$ cat src/rtl/mac_tx_stream_arbiter.sv
// Round-robin, whole-frame arbiter sharing the 8-bit MAC TX AXI-Stream between N_SRC sources.
// A granted source that idles mid-frame for STALL_MAX cycles has its frame aborted and drained.
module mac_tx_stream_arbiter #(
  parameter int N_SRC     = 2,
  parameter int STALL_MAX = 32
) (
  input  logic               tx_mac_aclk,
  input  logic               tx_mac_aclk_rst,
  input  logic [N_SRC*8-1:0] s_tdata,
  input  logic [N_SRC-1:0]   s_tvalid,
  input  logic [N_SRC-1:0]   s_tlast,
  input  logic [N_SRC-1:0]   s_tuser,
  output logic [N_SRC-1:0]   s_tready,
  output logic [7:0]         m_tdata,
  output logic               m_tvalid,
  output logic               m_tlast,
  output logic               m_tuser,
  input  logic               m_tready,
  output logic [N_SRC-1:0]   grant,
  output logic [15:0]        abort_cnt
);

  localparam int IW = $clog2(N_SRC);
  localparam int SW = (STALL_MAX > 0) ? $clog2(STALL_MAX + 1) : 1;

  typedef enum logic [1:0] {IDLE, PASS, ABORT, DRAIN} state_t;

  state_t        state, state_nxt;
  logic [IW-1:0] gidx, gidx_nxt;
  logic [IW-1:0] last_grant, last_grant_nxt;
  logic [SW-1:0] stall_cnt, stall_cnt_nxt;
  logic [15:0]   abort_cnt_nxt;

  logic [IW-1:0] pick, cand;
  logic          req_any;
  logic [7:0]    src_data;
  logic          src_valid, src_last, src_user;

  function automatic logic [15:0] sat_inc16(input logic [15:0] v);
    return (v == 16'hFFFF) ? v : v + 16'd1;
  endfunction

  function automatic logic [SW-1:0] stall_inc(input logic [SW-1:0] v);
    if (32'(v) >= 32'(STALL_MAX)) return v;
    return v + SW'(1);
  endfunction

  // True when this idle cycle is the one that brings the count up to STALL_MAX.
  function automatic logic stall_limit(input logic [SW-1:0] v);
    return (STALL_MAX > 0) && ((32'(v) + 32'd1) == 32'(STALL_MAX));
  endfunction

  always_comb begin
    req_any = 1'b0;
    pick    = last_grant;
    cand    = '0;
    for (int k = 1; k <= N_SRC; k++) begin
      cand = IW'((int'(last_grant) + k) % N_SRC);
      if (!req_any && s_tvalid[cand]) begin
        req_any = 1'b1;
        pick    = cand;
      end
    end
  end

  always_comb begin
    src_data  = 8'(s_tdata >> (8 * gidx));
    src_valid = s_tvalid[gidx];
    src_last  = s_tlast[gidx];
    src_user  = s_tuser[gidx];
  end

  always_comb begin
    state_nxt      = state;
    gidx_nxt       = gidx;
    last_grant_nxt = last_grant;
    stall_cnt_nxt  = '0;
    abort_cnt_nxt  = abort_cnt;
    m_tdata        = 8'h00;
    m_tvalid       = 1'b0;
    m_tlast        = 1'b0;
    m_tuser        = 1'b0;
    s_tready       = '0;
    grant          = '0;
    case (state)
      IDLE: begin
        if (req_any) begin
          gidx_nxt  = pick;
          state_nxt = PASS;
        end
      end
      PASS: begin
        grant[gidx]    = 1'b1;
        m_tdata        = src_data;
        m_tvalid       = src_valid;
        m_tlast        = src_last;
        m_tuser        = src_user;
        s_tready[gidx] = m_tready;
        stall_cnt_nxt  = src_valid ? '0 : stall_inc(stall_cnt);
        if (src_valid && m_tready && src_last) begin
          state_nxt      = IDLE;
          last_grant_nxt = gidx;
          stall_cnt_nxt  = '0;
        end else if (!src_valid && stall_limit(stall_cnt)) begin
          state_nxt = ABORT;
        end
      end
      ABORT: begin
        grant[gidx] = 1'b1;
        m_tvalid    = 1'b1;
        m_tlast     = 1'b1;
        m_tuser     = 1'b1;
        if (m_tready) begin
          state_nxt     = DRAIN;
          abort_cnt_nxt = sat_inc16(abort_cnt);
        end
      end
      DRAIN: begin
        grant[gidx]    = 1'b1;
        s_tready[gidx] = 1'b1;
        if (src_valid && src_last) begin
          state_nxt      = IDLE;
          last_grant_nxt = gidx;
        end
      end
      default: state_nxt = IDLE;
    endcase
  end

  always_ff @(posedge tx_mac_aclk or posedge tx_mac_aclk_rst) begin
    if (tx_mac_aclk_rst) begin
      state      <= IDLE;
      gidx       <= '0;
      last_grant <= IW'(N_SRC - 1);
      stall_cnt  <= '0;
      abort_cnt  <= 16'h0000;
    end else begin
      state      <= state_nxt;
      gidx       <= gidx_nxt;
      last_grant <= last_grant_nxt;
      stall_cnt  <= stall_cnt_nxt;
      abort_cnt  <= abort_cnt_nxt;
    end
  end

endmodule
$ cat config.mk
export PLATFORM = sky130hd
export DESIGN_NAME = mac_tx_stream_arbiter
export DESIGN_NICKNAME = d
export VERILOG_FILES = /design/src/rtl/mac_tx_stream_arbiter.sv
export SDC_FILE = /design/constraint.sdc
export NUM_CORES = 1
export LEC_CHECK = 0
export BUFFER_PORTS_ARGS = -buffer_cell sky130_fd_sc_hd__buf_4
export CORE_ASPECT_RATIO = 1.1
export CORE_UTILIZATION = 45
export CTS_CLUSTER_DIAMETER = 200
export DETAILED_ROUTE_END_ITERATION = 8
export PLACE_DENSITY_LB_ADDON = 0.12
export SLEW_MARGIN = 0
export SYNTH_ARGS = -nofsm -noshare
export SYNTH_HDL_FRONTEND = slang
export SYNTH_SLANG_ARGS = --single-unit
$ cat constraint.sdc
create_clock -name tx_mac_aclk -period 1.7 [get_ports tx_mac_aclk]
set_input_delay 0.17 -clock tx_mac_aclk [delete_from_list [all_inputs] [get_ports tx_mac_aclk]]
set_output_delay 0.17 -clock tx_mac_aclk [all_outputs]
set_load 0.05 [all_outputs]
==> Yosys cells after proc, flatten, opt, wreduce, memory -nomap -nowiden <==
Cells that the tools add are included.
{ "classes": {"shifts": 1, "bitwise_logic": 2, "n_mux": 37, "order_cmp": 5, "n_reduce_logical": 15, "n_eq_ne": 11, "n_addsub": 5} }
{ "ops": {"columns": ["operator", "count"], "rows": [
  ["$mux 6", 4],
  ["$mux 1", 19],
  ["$add 16x1->16 const B", 1],
  ["$eq 16x16->1 const B", 1],
  ["$shr 16x4->8", 1],
  ["$mux 2", 6],
  ["$mux 8", 1],
  ["$ne 2x2->1 const B", 4],
  ["$pmux 1 s2", 4],
  ["$pmux 2 s4", 1],
  ["$add 6x1->7 const B", 1],
  ["$eq 7x6->1 const B", 1],
  ["$add 6x1->6 const B", 1],
  ["$ge 6x6->1 const B", 1],
  ["$logic_and 1x1->1", 6],
  ["$lt 1x2->1 const B", 3],
  ["$reduce_and 3->1", 2],
  ["$ne 5x5->1 const B", 1],
  ["$eq 2x2->1 const B", 2],
  ["$pmux 2 s2", 1],
  ["$reduce_and 4->1", 1],
  ["$ne 3x3->1 const B", 1],
  ["$reduce_or 3->1", 1],
  ["$add 1x1->1 const B", 2],
  ["other kinds (9)", 10]
]} }
{ "word_totals": {"inputBits": 25, "register_bits": 26} }

==> Longest topological paths before layout <==
Gate-level depths: netlist of run 1.
{ "logic_depth": {"depth_word": 9, "ltp_mapped": 7, "depth_no_buf": 6} }

==> Worst setup path after synthesis of run 1 <==
OpenSTA, ideal clock, no wires.
{ "synth_timing": {"path_kind": "reg-to-output", "startpoint": "register with a tool-made name", "endpoint": "output port m_tuser", "path_buffers": 1, "slack_ns": -0.200, "arrival_ns": 1.730, "path_stages_with_launch": 6, "path_cell_list": "dfrtp_1 -> inv_1 -> ha_1 -> clkbuf_1 -> a21oi_1 -> nor2b_1"} }
{ "synth_rtl": {"columns": ["item", "line", "rtl"], "rows": [
  ["end: declaration", "17", "output logic m_tuser,"]
]} }

==> Worst setup path after layout of run 1 <==
{ "layout_timing": {"startpoint": "register state[0]", "endpoint": "output port m_tvalid"} }
{ "layout_via": {"elab_chain_cells": 2} }
{ "layout_lines": {"columns": ["item", "line", "rtl"], "rows": [
  ["start: declaration", "28", "state_t state, state_nxt;"],
  ["start signal: assignment", "138", "state <= state_nxt;"],
  ["$eq 2x2->1 or $eq 2x1->1 (tied branches)", "85", "case (state)"],
  ["$pmux 1 s2 (*)", "85", null],
  ["end: declaration", "15", "output logic m_tvalid,"]
]} }
Every way passes the cells marked *; elsewhere a longest branch is shown, timed or not.

==> results by stage, run 1 <==
Clock network:
- The number of levels in the clock H-tree is 1.
- The later pin in the worst-skew pair is clocked with a latency of 0.34 ns.
- TritonCTS built the clock tree.
- The clock passes through at most 2 buffers.
- The tree is rooted in a sky130_fd_sc_hd__clkbuf_4.
- The number of sinks on the clock net is 26.
- Clock-pin slew was measured on the worst setup and hold paths at 0.15 ns.
- TritonCTS created 3 clock buffers.

Power and ir drop:
- Of the total power, the clock network draws 0.140.
- The post-layout total power is 3.20 mW.
- The fraction of power consumed by sequential logic is 0.231.
- For this design the total switching power over the nets is 1.37 mW.
- Power spread over the standard cell area amounts to 1210 mW/mm².
- The maximum vdd drop is 0.00114 V.
- The leakage component of the power is 1.22 nW.
- Internal power comes to 1.83 mW.
- Of the total power, the share spent switching nets is 0.427.
- The share of total power dissipated in combinational logic is 0.629.

Worst setup path:
- The most numerous cell type found on the critical path is sky130_fd_sc_hd__buf_6.
- The worst register-to-register path has a depth of 8.
- The type of the worst setup path is flop to primary output.
- The critical path contains buffers and inverters numbering 3 combined.
- The data required time of the worst path is 1.53 ns.
- STA classifies the critical path endpoint as a primary output.
- The launching element of the worst setup path is state[0].
- The critical-path maximum fanout is 7.
- STA classifies the critical path startpoint as a flop.
- The critical path ends at m_tvalid.
- The slowest stage of the critical path is the sky130_fd_sc_hd__dfrtp_1 cell.
- In this run the critical register-to-register path is launched from state[0].
- Walking the worst path, the cells encountered are buf_6 -> ha_4 -> buf_8 -> nor2b_1 -> o21a_1 -> buf_6.
- The worst register-to-register path has a setup slack of -0.04 ns.
- On the worst path, the slowest cell contributes a delay of 0.42 ns.
- In this design, the largest share of critical-path delay is due to flip-flops.
- The depth of the critical timing path with buffers and inverters included is 6.
- The signal arrival time at the worst endpoint is 1.63 ns.

Detailed routing:
- The number of remaining DRC errors is 0.
- The met3 wire length is 235 µm.
- The number of vias per cell after detailed routing is 5.37.
- For this block, wires on met1 add up to 1830 µm.
- The residual antenna-violating net count after detailed routing is 0.
- Routed signal wires occupy layers up through met4.
- The detailed-route wire length per cell is 14.4 µm.
- The detailed-routed wire length on met2 is 2270 µm.
- The via count is 1642.
- The total wire length is 4410 µm.
- The iteration-0 DRC count of the detailed router is 56.
- The first detailed-routing pass took 4 iterations.

Cells and area:
- The count of filler cells inserted in the layout is 233.
- The total inserted antenna cells is 0.
- The area growth from synthesis to layout is 58.8%.
- Registers take 672 µm².
- The combined area of the multi-input logic cells is 0.00112 mm².
- The final layout contains 293 nets.
- The proportion of layout cells with a drive suffix above 1 is 0.554.

Timing:
- Setup violations remaining at the end of the flow were counted as 12.
- Dividing the final minimum period by the clock period gives 1.06.
- The clock arrives with 0.00127 ns of skew.
- The final-report max-slew violation count came to 0.
- After layout, the worst setup slack is -0.102 ns.
- The relative max-transition margin is 0.769.
- Setup repair after global routing could not meet its margin everywhere.
- The worst hold slack is 0.106 ns.
- The transition time at the pin with the least slew margin is 0.346 ns.
- The hold violation count in the final report is 0.
- The upper clock frequency limit is 555 MHz.
- The final critical path time including I/O delays and setup is 1.80 ns.

GRT:
- After global routing the overflow that remains totals 0.
- The global routing usage summed across all routing layers is 0.233.
- The number of antenna violations at the first check in global routing is 0.
- Entering global routing, the biggest net connects 27 pins.
- The first global-routing pass estimated 7020 µm of wire.
- The number of global-route vias before repair is 1590.

Logic synthesis:
- In this run, synthesis produced a sequential element count of 26.
- Of the synthesized area, sequential elements account for 0.390.
- Yosys mapped a number of flops with a built-in enable equal to 0.
- The share of synthesized area in the top cell type comes to 0.374.
- The predominant post-synthesis flop cell is sky130_fd_sc_hd__dfrtp_1.
- By count the netlist is led by sky130_fd_sc_hd__dfrtp_1 (25), sky130_fd_sc_hd__nor2_1 (19), sky130_fd_sc_hd__nor2b_1 (13), sky130_fd_sc_hd__xnor2_1 (13), sky130_fd_sc_hd__nand2_1 (12).
- Averaged over all synthesized cells, the footprint is 9.50 µm².
- The post-synthesis instance area is 0.00167 mm².
- Among all cell types in the netlist, the one instantiated most often is sky130_fd_sc_hd__dfrtp_1.
- In the post-synthesis netlist, the biggest area contributors are sky130_fd_sc_hd__dfrtp_1 (37%), sky130_fd_sc_hd__xnor2_1 (6.8%), sky130_fd_sc_hd__ha_1 (6.7%), sky130_fd_sc_hd__mux2i_1 (6.6%), sky130_fd_sc_hd__nor2b_1 (4.9%).
- The distinct cell type count after synthesis is 35.
- The cell accounting for the most synthesized area is sky130_fd_sc_hd__dfrtp_1.
- Counting every net in the synthesized netlist gives 210.
- The number of cells produced by synthesis is 176.
- The Yosys step of the flow raised 0 warnings.
- For this run, asynchronously set or reset flops after synthesis account for 1.00.

Job:
- The max-capacitance violation count is 0.

Hold path:
- The path type of the worst min-delay path is primary input to flop.

Place:
- Buffers placed on the I/O ports in this run total 55.
- Once detailed placement completed, the half-perimeter wirelength came to 3050 µm.
- Routability-driven placement finished with a final weighted congestion of 0.862.
- The pre-CTS setup slack is -0.0139 ns.

Die:
- The core region area is 0.00344 mm².
- The die boundary width is 60.1 µm.
- The y dimension of the die is 65.9 µm.
- The starting utilization of the core area is 0.486.
- The number of top-level design ports is 56.
- The die area is 0.00396 mm².
- The initialized floorplan defines 22 standard-cell rows.

Run status:
- The final reports fail on setup timing.
- The flow ran to the end, but the final reports show violations.
-- power by group through the flow --
stage / clock network [mW] / logic, mW / registers [mW]
6_report: 0.447 / 2.01 / 0.741
3_3_place_gp: 0 / 1.54 / 0.742
2_1_floorplan: 0 / 1.14 / 0.739
4_1_cts: 0.449 / 1.86 / 0.736
3_5_place_dp: 0 / 1.57 / 0.746
5_1_grt: 0.475 / 2.13 / 0.747
-- worst register-to-register path, stage by stage, from the launching register on --
cell,delay (ns)
sky130_fd_sc_hd__dfrtp_1,0.39
sky130_fd_sc_hd__buf_4,0.14
sky130_fd_sc_hd__inv_6,0.04
sky130_fd_sc_hd__ha_4,0.17
sky130_fd_sc_hd__buf_4,0.13
sky130_fd_sc_hd__a222oi_1,0.38
sky130_fd_sc_hd__buf_4,0.19
sky130_fd_sc_hd__a31oi_1,0.08
sky130_fd_sc_hd__a31oi_1,0.15
-- metrics by stage --
step	setup TNS, ns	std cells	utilization	cell area (µm²)
floorplan	-0.0206	176	-	1720
global placement	0	287	0.656	2260
detailed placement	-0.0139	287	0.656	2260
CTS	-0.670	298	0.723	2490
global route	-1.63	306	0.772	2660
finish	-0.624	306	0.772	2660
-- what timing repair did --
action / 4_1_cts / 5_1_grt
pin swaps: 2 / 12
gates resized for setup: 31 / 27
hold endpoints to repair: 25 / 0
gates cloned: 1 / 0
hold buffers: 1 / 0
endpoints found under the setup margin: 16 / 23
buffers inserted: 5 / 8
-- cell usage in the layout (no fill, tap or decap), types with 2 or more instances in the layout --
master,synthesis,routed
sky130_fd_sc_hd__nor2_1,19,14
sky130_fd_sc_hd__nor2_2,0,3
sky130_fd_sc_hd__mux2_2,4,3
sky130_fd_sc_hd__ha_2,0,2
sky130_fd_sc_hd__nand4_1,8,8
sky130_fd_sc_hd__buf_6,1,19
sky130_fd_sc_hd__dfrtp_2,0,16
sky130_fd_sc_hd__inv_1,10,8
sky130_fd_sc_hd__dfrtp_1,25,9
sky130_fd_sc_hd__o21a_1,2,2
sky130_fd_sc_hd__nand3_2,0,2
sky130_fd_sc_hd__buf_8,0,2
sky130_fd_sc_hd__xor2_1,7,7
sky130_fd_sc_hd__clkbuf_4,0,3
sky130_fd_sc_hd__nor2b_2,0,12
sky130_fd_sc_hd__a31oi_1,3,3
sky130_fd_sc_hd__a21oi_1,7,5
sky130_fd_sc_hd__nor2_4,0,2
sky130_fd_sc_hd__nand3_1,10,8
sky130_fd_sc_hd__xnor2_1,13,13
sky130_fd_sc_hd__mux2i_1,11,10
sky130_fd_sc_hd__ha_1,9,5
sky130_fd_sc_hd__buf_4,1,60
sky130_fd_sc_hd__nand2_1,12,12
sky130_fd_sc_hd__o21ai_1,2,2
sky130_fd_sc_hd__ha_4,0,2
-- cell families after synthesis --
logic type      Yosys count  synth area share
buf+inv                  15            0.0404
fa+ha+maj                 9            0.0674
mux                      15            0.0928
compound gates           23            0.0988
xor+xnor                 20             0.105
flops                    26             0.390
simple gates             68             0.206
-- metal layers --
metal | vias up | global-route usage
met5 | - | 0
met3 | 9 | 0.0313
li1 | 779 | -
met4 | 0 | 0.0610
met2 | 63 | 0.431
met1 | 791 | 0.273
-- sequential cells by signal, summed over array words and instances, names as in the netlist, named ones only --
| register | cells |
|---|---|
| abort_cnt | 16 |
| stall_cnt | 6 |
| last_grant | 1 |
| gidx | 1 |
| state | 1 |
-- final cells by class --
type                            count  share of cell area
Timing Repair Buffer               83               0.267
Multi-Input combinational cell    135               0.420
Clock buffer                        3             0.00848
Clock inverter                      1              0.0113
Inverter                           10              0.0170
Sequential cell                    26               0.253
Tap cell                           48              0.0226
-- how the worst min path moves through the flow --
| stage | start | slack (ns) | cells past startpoint | end |
|---|---|---|---|---|
| global route | s_tvalid[1] | 0.11 | 2 | gidx |
| CTS | s_tvalid[1] | 0.09 | 2 | gidx |
| global placement | tx_mac_aclk_rst | 0.25 | 3 | stall_cnt[1] |
| finish | s_tvalid[1] | 0.11 | 2 | gidx |
| floorplan | tx_mac_aclk_rst | 0.21 | 1 | asynchronous set/reset pin |
| detailed placement | tx_mac_aclk_rst | 0.25 | 3 | stall_cnt[1] |
(Power assumes the default switching activity.)
==> inputs of run 2 (changes only) <==
--- a/config.mk
+++ b/config.mk
@@ -5,11 +5,11 @@
 export SDC_FILE = /design/constraint.sdc
 export NUM_CORES = 1
 export LEC_CHECK = 0
-export BUFFER_PORTS_ARGS = -buffer_cell sky130_fd_sc_hd__buf_4
 export CORE_ASPECT_RATIO = 1.1
-export CORE_UTILIZATION = 45
+export CORE_UTILIZATION = 56
 export CTS_CLUSTER_DIAMETER = 200
 export DETAILED_ROUTE_END_ITERATION = 8
+export DONT_BUFFER_PORTS = 1
 export PLACE_DENSITY_LB_ADDON = 0.12
 export SLEW_MARGIN = 0
 export SYNTH_ARGS = -nofsm -noshare
==> run 2 against run 1 <==
Sequential power grew 3.0%. Design area shrank 1.6%. First-iteration DRC count grew 93%. Core utilization grew 16 points. Worst setup slack lost 0.068 ns. The run still ends with setup timing left. Wire length grew 38%. Cell count shrank 15%. Clock power shrank 2%.
==> results by stage, run 2 (same netlist as run 1, synthesis figures left out) <==
Die:
- The y dimension of the die is 59.3 µm.
- The die covers 0.00321 mm².
- Pin placement for this block handled 56 I/O pins.
- For this configuration, the core starts out at a cell density of 0.596.
- The initialized floorplan defines 20 standard-cell rows.
- The floorplan step set the die width to 54.1 µm.
- The core region is 0.00280 mm².

Worst setup path:
- In this run the worst path has a maximum fanout of 7.
- The startpoint of the most critical register-to-register path is gidx.
- The kind of cell with the highest combined delay along the critical path is compound AO/OA/AOI/OAI gates.
- At the worst endpoint, the required time is 1.97 ns.
- The critical path is of the flop to flop type.
- The number of buffer and inverter instances along the worst setup path is 0.
- The endpoint identified for the worst register-to-register timing path is state[0].
- The kind of capture point of the worst setup path is a flop.
- The worst-case reg-to-reg path depth is 5.
- The largest stage delay on the critical path is 0.48 ns.
- The cell with the most instances on the worst path is sky130_fd_sc_hd__o21ai_1.
- The worst setup path is launched from a flop.
- The worst-path cell with the longest stage delay is sky130_fd_sc_hd__dfrtp_2.
- The worst-case register-to-register setup slack is -0.17 ns.
- Walking the worst path, the cells encountered are and3b_2 -> o21ai_1 -> nand2_1 -> o21ai_1 -> mux2i_1.
- Data arrives at the worst endpoint at 2.15 ns.

GRT:
- The met1 capacity usage during global routing is 0.297.
- For met2 alone, demand over resource in global routing was 0.494.
- The largest net degree at the start of global routing is 27.
- For this run, global-route usage on met3 was measured as 0.0436.
- The peak-usage layer in the global routing report is met2.
- The number of global-route vias before repair is 1494.
- The global routing usage summed across all routing layers is 0.260.
- The aggregate global routing overflow is 0.
- The number of antenna violations at the first check in global routing came to 0.
- The first global-routing pass estimated 6220 µm of wire.

Timing:
- The ratio of final minimum period to clock period is 1.10.
- Headroom to the max-slew limit came out at 0.611.
- The transition time at the pin with the least slew margin is 0.580 ns.
- The hold violation count in the final report was 0.
- Summed over all failing endpoints, the final setup total negative slack is -2.12 ns.
- Setup repair after global routing could not meet its margin everywhere.
- The worst setup margin is -0.171 ns.
- The upper clock frequency limit is 535 MHz.
- Across the routed clock network, the largest skew measured is 0.0162 ns.
- The final-report max-slew violation count is 0.
- The final count of negative-setup-slack endpoints is 22.
- The final critical path time including I/O delays and setup is 1.87 ns.

Place:
- The cell area after placement is 0.00218 mm².
- The number of buffers inserted by port buffering is 0.
- The pre-CTS setup slack is -0.0282 ns.
- At the end of routability-driven placement, the weighted congestion stood at 0.788.
- The half-perimeter wire length after detailed placement is 2900 µm.
- After detailed placement, the design holds a cell count of 244.

Detailed routing:
- The number of remaining DRC errors is 0.
- The first detailed-routing pass took 5 iterations.
- The detailed-route wire length per cell is 23.6 µm.
- The total wire length is 6100 µm.
- The iteration-0 DRC count of the detailed router is 108.
- After detailed routing, the number of vias per cell comes to 6.71.
- Across all layers, the routed design uses 1738 vias.
- The residual antenna-violating net count after detailed routing is 0.

Cells and area:
- 0 antenna diodes ended up in the layout.
- The flip-flop count of the largest register after layout is 16.
- The net count of the finished layout is 261.
- The post-route cell area is 0.00261 mm².
- Relative to the synthesized area, the layout overhead comes to 56.4%.
- In the final layout, the registers with the most flip-flops are abort_cnt (16), stall_cnt (6).
- The number of non-filler instances in the completed layout is 259.
- The proportion of layout cells with a drive suffix above 1 is 0.518.
- The most common library cell in the layout ignoring fill and taps is sky130_fd_sc_hd__buf_4.
- The top cell types in the final layout, fill and taps aside, are sky130_fd_sc_hd__buf_4 (29), sky130_fd_sc_hd__dfrtp_2 (16), sky130_fd_sc_hd__nor2_1 (15).
- The top register by number of flip-flops is abort_cnt.

Clock network:
- For the worst-skew pair, the clock arrives at the later sink with an insertion delay of 0.34 ns.
- Counting along the longest clock path gives a buffer depth of 2.
- The number of sinks on the clock net is 26.
- The number of clock buffers added by TritonCTS is 3.
- The number of levels in the clock H-tree is 1.
- In this run the clock root is driven by a sky130_fd_sc_hd__clkbuf_4.
- The register clock-pin slew on the reported worst setup and hold paths is 0.16 ns.
- TritonCTS built the clock tree.

Power and ir drop:
- The leakage component of the power is 1.12 nW.
- The post-layout total power is 3.73 mW.
- The total power per unit cell area is 1430 mW/mm².
- Across the VDD grid, the largest voltage drop is 0.00159 V.

Hold path:
- The depth of the worst hold-timing path is 2.
- The path with the worst hold slack has its endpoint at abort_cnt[0].
- The startpoint identified for the worst hold timing path is m_tready.
- The path type of the worst min-delay path is primary input to flop.

Run status:
- The checks that failed: setup timing.
- The run finished, with violations left.

Job:
- The max-capacitance violation count is 0.
run 2: cell count changes in the layout (fill, tap and decap cells not counted), moves of 2 or more:
cell                      before  now
sky130_fd_sc_hd__nor2b_4       0    8
sky130_fd_sc_hd__mux2i_1      10    3
sky130_fd_sc_hd__nor2b_2      12    5
sky130_fd_sc_hd__nand3_1       8   10
sky130_fd_sc_hd__ha_1          5    3
sky130_fd_sc_hd__nand3_2       2    0
sky130_fd_sc_hd__buf_6        19    7
sky130_fd_sc_hd__buf_8         2    0
sky130_fd_sc_hd__buf_12        0   13
sky130_fd_sc_hd__mux2i_4       1    8
sky130_fd_sc_hd__buf_4        60   29
run 2: area by class of cell:
type                       count  area [µm²]
clock buffer                   3        22.5
clock inverter                 1        30.0
fill                          84         189
inverter                      10        40.0
multi-input combinational    135        1230
sequential                    26         672
tap                           33        41.3
timing repair buffer          51         577
run 2: report_power, final:
| group | internal [mW] | switching (mW) | total, mW |
|---|---|---|---|
| Sequential | 0.685 | 0.0779 | 0.763 |
| Clock | 0.239 | 0.201 | 0.440 |
| Combinational | 1.23 | 1.30 | 2.53 |
run 2: worst max path at each step:
stage                   from             to  slack [ns]  depth (start not counted)
floorplan           state[0]  abort_cnt[13]       -0.02                          7
global placement    state[0]  abort_cnt[13]        0.07                          6
detailed placement  state[0]  abort_cnt[13]       -0.03                          6
CTS                     gidx        m_tuser       -0.06                          5
global route            gidx       state[0]       -0.26                          5
finish                  gidx       state[0]       -0.17                          5
run 2: repair_timing:
item | 4_1_cts | 5_1_grt
pin swaps | 3 | 5
hold buffers | 1 | 1
setup endpoints to repair | 19 | 26
gates resized for setup | 16 | 47
hold endpoints to repair | 25 | 1
buffers inserted | 3 | 6
run 2: worst register-to-register path, cell delays in order (launching register included):
cell                      delay (ns)
sky130_fd_sc_hd__dfrtp_2        0.48
sky130_fd_sc_hd__and3b_2        0.25
sky130_fd_sc_hd__o21ai_1        0.47
sky130_fd_sc_hd__nand2_1        0.19
sky130_fd_sc_hd__o21ai_1        0.21
sky130_fd_sc_hd__mux2i_1        0.21
run 2: metal layers:
metal,vias up,part of all wire
met5,-,0
met4,0,0.047
met3,37,0.078
met2,147,0.54
met1,838,0.34
li1,716,-
run 2: metrics by stage:
step | utilization | hold WS, ns
4_1_cts | 0.833 | 0.00276
5_1_grt | 0.933 | 0.0539
3_5_place_dp | 0.778 | 0.138
3_3_place_gp | 0.778 | 0.130
6_report | 0.933 | 0.0595
2_1_floorplan | - | 0.208
==> inputs of run 3 (changes only) <==
--- a/config.mk
+++ b/config.mk
@@ -5,8 +5,9 @@
 export SDC_FILE = /design/constraint.sdc
 export NUM_CORES = 1
 export LEC_CHECK = 0
+export ABC_AREA = 1
 export CORE_ASPECT_RATIO = 1.1
-export CORE_UTILIZATION = 56
+export CORE_UTILIZATION = 59
 export CTS_CLUSTER_DIAMETER = 200
 export DETAILED_ROUTE_END_ITERATION = 8
 export DONT_BUFFER_PORTS = 1
==> constraint.sdc (replaced) <==
create_clock -name tx_mac_aclk -period 1.9 [get_ports tx_mac_aclk]
set_input_delay 0.19 -clock tx_mac_aclk [delete_from_list [all_inputs] [get_ports tx_mac_aclk]]
set_output_delay 0.19 -clock tx_mac_aclk [all_outputs]
set_load 0.05 [all_outputs]
==> run 3 against run 2 <==
The run now ends clean. Sequential cell count is the same. Design area is 18% lower. Die area barely moved. Total power is 14% lower. Worst setup slack improved by 0.30 ns. Global-route usage grew 0.19 points. Largest power group unchanged. Highest routed layer unchanged.
==> results by stage, run 3 <==
Clock network:
- Clock tree synthesis selected as its root buffer the cell sky130_fd_sc_hd__clkbuf_4.
- The clock reaches the later pin of the worst-skew pair after 0.32 ns.
- The buffer depth of the longest clock path is 2.
- Clock-pin slew was measured on the worst setup and hold paths at 0.14 ns.
- The number of levels in the clock H-tree is 1.
- The CTS tree is done.
- The clock drives 26 sinks.
- TritonCTS created 3 clock buffers.

Detailed routing:
- The residual antenna-violating net count after detailed routing is 0.
- In the routed design, unresolved DRC markers number 0.
- For this block, the initial DRC count from the detailed router was 36.
- The pre-antenna-repair detailed-routing pass consisted of 5 iterations.
- The routed design has 3920 µm of wire.
- The number of vias per cell after detailed routing is 5.33.
- The via count is 1720.
- The detailed-route wire length per cell is 12.1 µm.

Cells and area:
- The number of nets in the layout is 325.
- Measured on the finished design, the core utilization comes to 0.767.
- The sequential cells in the finished layout cover a total of 653 µm².
- Compared with the post-synthesis result, the final layout area differs by 22.2%.
- The library cell used most frequently in the layout, excluding fill and tap cells, is sky130_fd_sc_hd__nand2_1.
- In the layout the commonest cells are sky130_fd_sc_hd__nand2_1 (69), sky130_fd_sc_hd__nor2_1 (38), sky130_fd_sc_hd__buf_4 (38).
- The flip-flop count of the largest register after layout is 16.
- Fill cells in the final layout number 216.
- The proportion of layout cells with a drive suffix above 1 is 0.210.
- 0 antenna diodes ended up in the layout.
- Ranked by flip-flop count, first place goes to abort_cnt.
- The combined area of the multi-input logic cells is 0.00101 mm².
- The largest registers in the layout are abort_cnt (16), stall_cnt (6).

Logic synthesis:
- Of the total synthesized cell area, the portion taken by AND, OR, NAND and NOR gates is 0.348.
- During synthesis, Yosys emitted a total of 0 warnings.
- Counting every net in the synthesized netlist gives 285.
- The synthesized design contains 26 register bits.
- The share of the synthesized area in compound gates (AO/OA/AOI/OAI) is 0.0853.
- The predominant post-synthesis flop cell is sky130_fd_sc_hd__dfrtp_1.
- The share of the Yosys chip area taken by registers is 0.370.
- The number of synthesized flops with an enable pin is 0.
- The average instance area after synthesis is 7.01 µm².
- In the post-synthesis netlist, the biggest area contributors are sky130_fd_sc_hd__dfrtp_1 (36%), sky130_fd_sc_hd__nand2_1 (15%), sky130_fd_sc_hd__nor2_1 (8.1%), sky130_fd_sc_hd__ha_1 (6.4%), sky130_fd_sc_hd__o21ai_0 (5.4%).
- The largest total area in the synthesized netlist belongs to sky130_fd_sc_hd__dfrtp_1.
- In the post-synthesis netlist, the cell with the most instances is sky130_fd_sc_hd__nand2_1.
- Synthesis produced a netlist whose cell count is 251.
- The post-synthesis instance area is 0.00176 mm².
- Of the total synthesized cell area, the portion taken by full adders, half adders and majority gates is 0.0640.
- Counting flops with an async set or reset pin after synthesis yields a share of 1.00.
- Of the post-synthesis cell area, the dominant cell type holds 0.355.
- After synthesis, the largest family of logic cells by area is simple AND/OR/NAND/NOR gates.
- The xor and xnor area share after synthesis is 0.0647.
- The multiplexer fraction of the synthesized cell area is 0.
- Counting instances in the post-synthesis netlist gives the leading cell types as sky130_fd_sc_hd__nand2_1 (69), sky130_fd_sc_hd__nor2_1 (38), sky130_fd_sc_hd__dfrtp_1 (25).
- The distinct cell type count after synthesis is 22.

Timing:
- At the pin with the least slew margin, the transition time is 0.588 ns.
- The upper clock frequency limit is 564 MHz.
- Setup violations remaining at the end of the flow were counted as 0.
- The final critical path time including I/O delays and setup is 1.77 ns.
- The final-report max-slew violation count is 0.
- The clock skew is 0.00742 ns.
- Setup repair after global routing left no endpoint under its margin.
- The relative max-transition margin is 0.608.
- Adding up every negative setup slack in the final design gives 0 ns.
- The hold violation count in the final report is 0.
- The ratio of final minimum period to clock period is 0.933.

Die:
- The die boundary width is 54.1 µm.
- The starting utilization of the core area is 0.628.
- The floorplan step defined a die boundary enclosing 0.00321 mm².
- The core region area is 0.00280 mm².
- The y dimension of the die is 59.3 µm.
- The number of placement rows is 20.
- For this design the top-level I/O count stands at 56.

Power and ir drop:
- Across the VDD grid, the largest voltage drop is 0.00119 V.
- The leakage component of the power is 1.04 nW.
- Power spread over the standard cell area amounts to 1490 mW/mm².

Worst setup path:
- Traced cell by cell, the critical path runs through inv_1 -> ha_1 -> inv_1 -> a21oi_1 -> buf_4.
- The kind of capture point of the worst setup path is a primary output.
- The cell with the most instances on the worst path is sky130_fd_sc_hd__inv_1.
- At the worst endpoint, the required time is 1.71 ns.
- The worst setup path is launched from a flop.
- The slowest stage of the critical path belongs to the cell sky130_fd_sc_hd__dfrtp_2.
- On the worst path, the slowest cell contributes a delay of 0.46 ns.
- STA puts the critical path data arrival time at 1.58 ns.
- The worst-case register-to-register setup slack is 0.23 ns.
- Along the worst path, the maximum fanout reaches 6.
- The critical path is of the flop to primary output type.

GRT:
- The global routing usage summed across all routing layers is 0.262.
- The wire length of the first global-routing pass is 6170 µm.
- Entering global routing, the biggest net connects 16 pins.
- The total overflow left after global routing is 0.
- The number of antenna violations at the first check in global routing was 0.
- The number of global-route vias before repair was 1481.

Place:
- The half-perimeter wire length after detailed placement is 3020 µm.
- The weighted congestion reported at the end of routability-driven placement is 0.852.
- The number of buffers inserted by port buffering is 0.

Hold path:
- The path type of the worst min-delay path is primary input to flop.

Job:
- Across the run, the number of max-cap violations was 0.

Run status:
- The run finished with clean final reports.
==> run 3: changes by cell type after synthesis, sizes merged, moves of 8 or more <==
cell / change
mux2i: -11
nor2b: -13
nand2: +59
o21ai: +17
nor2: +25
nand3: +8
inv: +16
==> run 3: cell type report <==
class                      count  share of cell area
clock buffer                   3              0.0105
clock inverter                 1              0.0140
inverter                      26              0.0454
multi-input combinational    195               0.470
sequential                    26               0.304
tap                           33              0.0192
timing repair buffer          39               0.137
==> run 3: repair_timing <==
| item | CTS | global route |
|---|---|---|
| pin swaps | 0 | 1 |
| hold buffers | 1 | 0 |
| endpoints found under the hold margin | 14 | 0 |
| resized for setup | 1 | 5 |
| buffers inserted | 1 | 1 |
| endpoints found under the setup margin | 1 | 6 |
==> run 3: worst max-delay path: cells and delay by family (launching register included) <==
family | cells | cell delay [ns]
flops | 1 | 0.46
buf+inv | 3 | 0.39
fa+ha+maj | 1 | 0.29
compound gates | 1 | 0.13
==> run 3: cells by family (layout without fill, tap and decap cells) <==
logic type / count (synthesis) / in the layout
AO/OA/AOI/OAI: 29 / 29
XOR/XNOR: 13 / 13
adder cells (fa/ha/maj): 9 / 9
buffers and inverters: 30 / 69
flip-flops: 26 / 26
AND/OR/NAND/NOR: 144 / 144
==> run 3: power by group <==
part / internal [mW] / switching [mW] / leakage [nW]
Combinational: 0.611 / 1.43 / 0.679
Clock: 0.213 / 0.163 / 0.0279
Sequential: 0.671 / 0.111 / 0.338
==> run 3: metrics by stage <==
| step | setup slack (ns) | std cells | cell area (µm²) | hold slack (ns) | total power [mW] |
|---|---|---|---|---|---|
| 4_1_cts | 0.0280 | 322 | 2130 | 0.00215 | 3.18 |
| 3_3_place_gp | 0.290 | 316 | 2060 | 0.176 | 2.74 |
| 2_1_floorplan | 0.0143 | 251 | 1770 | 0.229 | 2.25 |
| 3_5_place_dp | 0.266 | 316 | 2060 | 0.168 | 2.78 |
| 5_1_grt | 0.00821 | 323 | 2150 | 0.000130 | 3.41 |
| 6_report | 0.126 | 323 | 2150 | 0.0177 | 3.20 |
==> run 3: worst paths after layout <==
kind                                 start            end  cells after the start
max in group asynchronous  tx_mac_aclk_rst     last_grant                      3
hold / removal                 s_tvalid[1]           gidx                      1
setup reg to reg              abort_cnt[0]  abort_cnt[10]                      9
setup / recovery                  state[0]        m_tuser                      5
min in group asynchronous  tx_mac_aclk_rst   stall_cnt[1]                      2
hold reg to reg                 last_grant     last_grant                      2
==> run 3: metal layers <==
layer / part of all wire / global-route usage
met1: 0.41 / 0.315
met2: 0.49 / 0.462
met3: 0.081 / 0.0462
met5: 0 / 0
met4: 0.017 / 0.0879
